==> config.mk <==
export PLATFORM = sky130hd
export DESIGN_NAME = matrix_mult_seq
export DESIGN_NICKNAME = d
export VERILOG_FILES = /design/src/rtl/matmul_pkg.sv /design/src/rtl/matmul_mac.sv /design/src/rtl/matrix_mult_seq.sv
export SDC_FILE = /design/constraint.sdc
export NUM_CORES = 1
export LEC_CHECK = 0
export BUFFER_PORTS_ARGS = -buffer_cell sky130_fd_sc_hd__buf_2
export CORE_ASPECT_RATIO = 1.75
export CORE_MARGIN = 5
export CORE_UTILIZATION = 38
export DETAILED_ROUTE_END_ITERATION = 7
export SLEW_MARGIN = 0
export SYNTH_ARGS = -nofsm -noshare
export SYNTH_HDL_FRONTEND = slang
export SYNTH_SLANG_ARGS = --single-unit
export TNS_END_PERCENT = 20
==> constraint.sdc <==
create_clock -name clk -period 15.75 [get_ports clk]
set_input_delay 1.575 -clock clk [delete_from_list [all_inputs] [get_ports clk]]
set_output_delay 1.575 -clock clk [all_outputs]
set_load 0.005 [all_outputs]
==> src/rtl/matmul_pkg.sv <==
// Shared FSM state type and result-width helper for matrix_mult_seq.
// Signedness is selected at build time by MATMUL_SIGNED_EN (see matmul_mac).
package matmul_pkg;

    typedef enum logic [1:0] {
        LOAD = 2'd0,
        MAC  = 2'd1,
        OUT  = 2'd2
    } state_t;

    // Result element width: full product plus headroom for N accumulations.
    function automatic int unsigned acc_width(input int unsigned n, input int unsigned data_w);
        return (2 * data_w) + int'($clog2(n));
    endfunction

endpackage

==> src/rtl/matmul_mac.sv <==
// Multiply-accumulate unit: one product per enabled cycle, clear loads the first term.
// MATMUL_SIGNED_EN selects two's-complement operands; otherwise operands are unsigned.
module matmul_mac #(
    parameter int unsigned DATA_W = 8,
    parameter int unsigned ACC_W  = 18
) (
    input  logic              clk,
    input  logic              rst_n,
    input  logic              clear,
    input  logic              en,
    input  logic [DATA_W-1:0] a,
    input  logic [DATA_W-1:0] b,
    output logic [ACC_W-1:0]  sum
);

    localparam int unsigned PROD_W = 2 * DATA_W;
    localparam int unsigned EXT_W  = ACC_W - PROD_W;

    logic [PROD_W-1:0] product;
    logic [ACC_W-1:0]  term;

`ifdef MATMUL_SIGNED_EN
    // Sign-extend to the full product width so the truncated product is exact.
    assign product = $signed({{DATA_W{a[DATA_W-1]}}, a}) * $signed({{DATA_W{b[DATA_W-1]}}, b});
    assign term    = {{EXT_W{product[PROD_W-1]}}, product};
`else
    assign product = {{DATA_W{1'b0}}, a} * {{DATA_W{1'b0}}, b};
    assign term    = {{EXT_W{1'b0}}, product};
`endif

    always_ff @(posedge clk or negedge rst_n) begin
        if (!rst_n) begin
            sum <= '0;
        end else if (en) begin
            sum <= clear ? term : (sum + term);
        end
    end

endmodule

==> src/rtl/matrix_mult_seq.sv <==
// Sequential N x N matrix multiplier: load A/B row-major, emit C row-major with valid/ready.
// Operand signedness follows MATMUL_SIGNED_EN (handled inside matmul_mac).
module matrix_mult_seq
    import matmul_pkg::*;
#(
    parameter int unsigned  N      = 4,
    parameter int unsigned  DATA_W = 8,
    localparam int unsigned ACC_W  = acc_width(N, DATA_W)
) (
    input  logic              clk,
    input  logic              rst_n,
    input  logic              in_valid,
    output logic              in_ready,
    input  logic [DATA_W-1:0] in_a,
    input  logic [DATA_W-1:0] in_b,
    output logic              out_valid,
    input  logic              out_ready,
    output logic [ACC_W-1:0]  out_data,
    output logic              out_last,
    output logic              busy
);

    localparam int unsigned DEPTH  = N * N;
    localparam int unsigned ADDR_W = $clog2(DEPTH);
    localparam int unsigned IDX_W  = $clog2(N + 1);

    state_t            state;
    logic [ADDR_W-1:0] load_cnt;
    logic [IDX_W-1:0]  row;
    logic [IDX_W-1:0]  col;
    logic [IDX_W-1:0]  k;

    logic [DATA_W-1:0] a_mem [DEPTH];
    logic [DATA_W-1:0] b_mem [DEPTH];

    logic              load_fire;
    logic              mac_en;
    logic              mac_clear;
    logic [IDX_W-1:0]  k_sel;
    logic [ADDR_W-1:0] a_addr;
    logic [ADDR_W-1:0] b_addr;
    logic [ACC_W-1:0]  acc_sum;

    assign load_fire = (state == LOAD) && in_valid && in_ready;

    // k runs 0..N-1 accumulating; k == N is the cycle that registers the sum.
    assign mac_en    = (state == MAC) && (k != IDX_W'(N));
    assign mac_clear = mac_en && (k == '0);
    assign k_sel     = mac_en ? k : '0;
    assign a_addr    = (ADDR_W'(row) * ADDR_W'(N)) + ADDR_W'(k_sel);
    assign b_addr    = (ADDR_W'(k_sel) * ADDR_W'(N)) + ADDR_W'(col);

    // Operand storage is written only on load handshakes and never reset.
    always_ff @(posedge clk) begin
        if (load_fire) begin
            a_mem[load_cnt] <= in_a;
            b_mem[load_cnt] <= in_b;
        end
    end

    matmul_mac #(
        .DATA_W (DATA_W),
        .ACC_W  (ACC_W)
    ) u_mac (
        .clk    (clk),
        .rst_n  (rst_n),
        .clear  (mac_clear),
        .en     (mac_en),
        .a      (a_mem[a_addr]),
        .b      (b_mem[b_addr]),
        .sum    (acc_sum)
    );

    always_ff @(posedge clk or negedge rst_n) begin
        if (!rst_n) begin
            state     <= LOAD;
            load_cnt  <= '0;
            row       <= '0;
            col       <= '0;
            k         <= '0;
            in_ready  <= 1'b1;
            out_valid <= 1'b0;
            out_last  <= 1'b0;
            out_data  <= '0;
            busy      <= 1'b0;
        end else begin
            unique case (state)
                LOAD: begin
                    if (load_fire) begin
                        busy <= 1'b1;
                        if (load_cnt == ADDR_W'(DEPTH - 1)) begin
                            load_cnt <= '0;
                            in_ready <= 1'b0;
                            k        <= '0;
                            state    <= MAC;
                        end else begin
                            load_cnt <= load_cnt + ADDR_W'(1);
                        end
                    end
                end
                MAC: begin
                    if (k == IDX_W'(N)) begin
                        out_data  <= acc_sum;
                        out_valid <= 1'b1;
                        out_last  <= (row == IDX_W'(N - 1)) && (col == IDX_W'(N - 1));
                        k         <= '0;
                        state     <= OUT;
                    end else begin
                        k <= k + IDX_W'(1);
                    end
                end
                OUT: begin
                    // Result holds until accepted; column advances first, then row.
                    if (out_ready) begin
                        out_valid <= 1'b0;
                        out_last  <= 1'b0;
                        if (col == IDX_W'(N - 1)) begin
                            col <= '0;
                            if (row == IDX_W'(N - 1)) begin
                                row      <= '0;
                                in_ready <= 1'b1;
                                busy     <= 1'b0;
                                state    <= LOAD;
                            end else begin
                                row   <= row + IDX_W'(1);
                                state <= MAC;
                            end
                        end else begin
                            col   <= col + IDX_W'(1);
                            state <= MAC;
                        end
                    end
                end
                default: begin
                    state <= LOAD;
                end
            endcase
        end
    end

endmodule

==> out/metrics.cfg <==
[worst_setup_path]
timing.rr.start=k[0]$_DFFE_PN0P_
endpoint_kind=flop
path_max_fanout=41
crit_slowest_cell=mux4_2
cp.buffers_inverters=6
startpoint_type=flop
startpoint=k[0]$_DFFE_PN0P_
cpPeakStageDelay_ns=0.67
crit_type=flop to flop
cp_top_family=adder cells
cp.arrival_ns=9.49
required_ns=16.14

[drt]
drt_iter0_drc=482
drc=0
vias=8881
viasPerCell=5.32
firstDrtPassIters=4
wire_per_inst_um=20.6
postRouteWirelength_mm=34.4
ant_nets=0

[clocking]
cts_tree=done
cts_hold_buf=0
clock_path_buffers=3
htreeDepth=1
post_cts_buffers=0
ctsResizeCount=0
clk_pin_slew_worst_paths_ns=0.07
cts_root_buf=clkbuf_16
numCtsBuffers=28
clock-sinks=311
clock_latency_ns=0.55

[timing]
worst_slew_pin_slew_ns=1.23
fin_crit_ns=9.10
setup_viol=0
max_freq_mhz=110
rsz0062_at_grt=no
fin_tns_setup_ns=0
clock_skew_ns=0.0151
hold_viol=0
period_share=0.578
slew_viol_final=0
relSlewSlack=0.178

[hold_path]
hold_path_class=flop to flop
min_from=out_valid$_DFFE_PN0P_

[outcome]
outcome=finished, final reports clean

[final_layout]
syn_to_final_growth_pct=11.4
finish.utilization=0.428
num-fill-cells=3676
nNetsFinal=1271
drive_gt1_frac=0.178

[die]
initial_utilization=0.385
die_w_um=162
rows=97
die_y_um=276
pin_count=42
die-area_um2=44800
coreArea_um2=40100

[logic_synthesis]
yosysWarnings=0
synth-main-ff-cell=edfxtp_1
syn-num-nets=1221
synth-edff-count=256
yosysTopAreaCell=edfxtp_1
syn_area_um2=15400
ys_types=76
synth_area_per_cell_um2=14.0
synth-seq-cells=311
ys_seq_area_frac=0.588
yosys.cell_count.top_type=edfxtp_1
synthArstFlopShare=0.177
yosys-top-cells-area=edfxtp_1, dfrtp_1, mux4_2
synthCells=1101
synthTopCellsByCount=edfxtp_1, nand2_1, inv_1, ha_1, and2_1
yosysTopAreaCellShare=0.499

[global_route]
grt_pass1_vias=9308
grt_use_met2=0.306
grt_util_met1=0.161
antenna_found_initial=2
grt_use_total=0.154
grt_max_degree=56
grt.overflow.total=0
busiest_layer=met2
use_met3=0.0165
grt_pass1_wl_mm=53.7

[job]
cap_violations=0

[placed_design]
hpwl_mm=23.8
portBuffers=41
place.gp.congestion=0.872

## cell usage in the layout, fill, tap and decap left out, types with 9 or more instances in the layout
master / Yosys / layout
nor2_1: 32 / 28
and2_1: 60 / 60
a211oi_1: 12 / 12
buf_4: 2 / 21
edfxtp_1: 256 / 256
nand3_1: 27 / 27
buf_2: 9 / 41
inv_1: 64 / 64
mux2_2: 27 / 27
a31oi_1: 12 / 12
xnor2_1: 17 / 17
fa_1: 37 / 37
nor2b_1: 9 / 9
dfrtp_1: 54 / 52
mux4_2: 39 / 39
nand2_1: 126 / 126
clkbuf_16: 0 / 29
a21oi_1: 40 / 40
ha_1: 63 / 63
o21ai_0: 36 / 36
a311oi_1: 15 / 15
mux2i_1: 23 / 23
## cell families (layout without fill, tap and decap cells)
kind of cell    after synthesis  count (layout)  synth area share
compound gates              173             173            0.0769
xor+xnor                     25              25            0.0154
fa+ha+maj                   100             100            0.0992
buf+inv                     107             178            0.0319
flops                       311             311             0.588
mux                          90              90            0.0926
other cells                   0               2                 0
simple gates                295             295            0.0955
## worst min-delay path: stages (launching register included)
cell and delay [ns]:
dfrtp_1 0.35, nand2_1 0.05, nand2_1 0.05
## state kept, by name (all words and copies together), names as in the netlist
register / cells
a_mem: 128
b_mem: 128
out_data: 18
u_mac.sum: 18
load_cnt: 4
col: 3
k: 3
row: 3
state: 2
busy: 1
in_ready: 1
out_last: 1
out_valid: 1
## metrics by stage
step | worst slack, ns | hold WS, ns | instances | instance area, um^2
final | 6.65 | 0.485 | 1669 | 17200
after detailed placement | 6.61 | 0.462 | 1616 | 16200
after floorplan | 7.83 | 0.454 | 1101 | 15400
after CTS | 6.61 | 0.483 | 1667 | 17200
after global placement | 6.74 | 0.454 | 1616 | 16200
after global routing | 6.14 | 0.507 | 1667 | 17200
## metal layers
layer,part of all wire,vias up
met4,0.041,0
met2,0.58,158
met5,0,-
li1,-,4171
met3,0.029,59
met1,0.35,4493
## final cells by class
class | instances | area (um^2) | share of cell area
sequential | 311 | 9070 | 0.528
multi-input combinational | 683 | 5900 | 0.344
clock buffer | 33 | 741 | 0.0432
tap | 495 | 619 | 0.0361
timing repair buffer | 62 | 363 | 0.0211
inverter | 65 | 246 | 0.0144
clock inverter | 18 | 214 | 0.0125
antenna | 2 | 5.00 | 0.000292
## path summary, 6_finish.rpt
kind	slack [ns]	endpoint	cells past startpoint
worst min register to register	0.48	out_valid$_DFFE_PN0P_	2
min in group asynchronous	1.15	col[1]$_DFFE_PN0P_	2
max in group asynchronous	14.05	k[0]$_DFFE_PN0P_	2
worst max register to register	6.65	u_mac.sum[17]$_DFFE_PN0N_	28
worst max-delay path	6.65	u_mac.sum[17]$_DFFE_PN0N_	28
worst min-delay path	0.48	out_valid$_DFFE_PN0P_	2
Power is left out: the tool's default activity adds up to more than one toggle a clock period on the data nets, which glitch-free logic cannot reach.
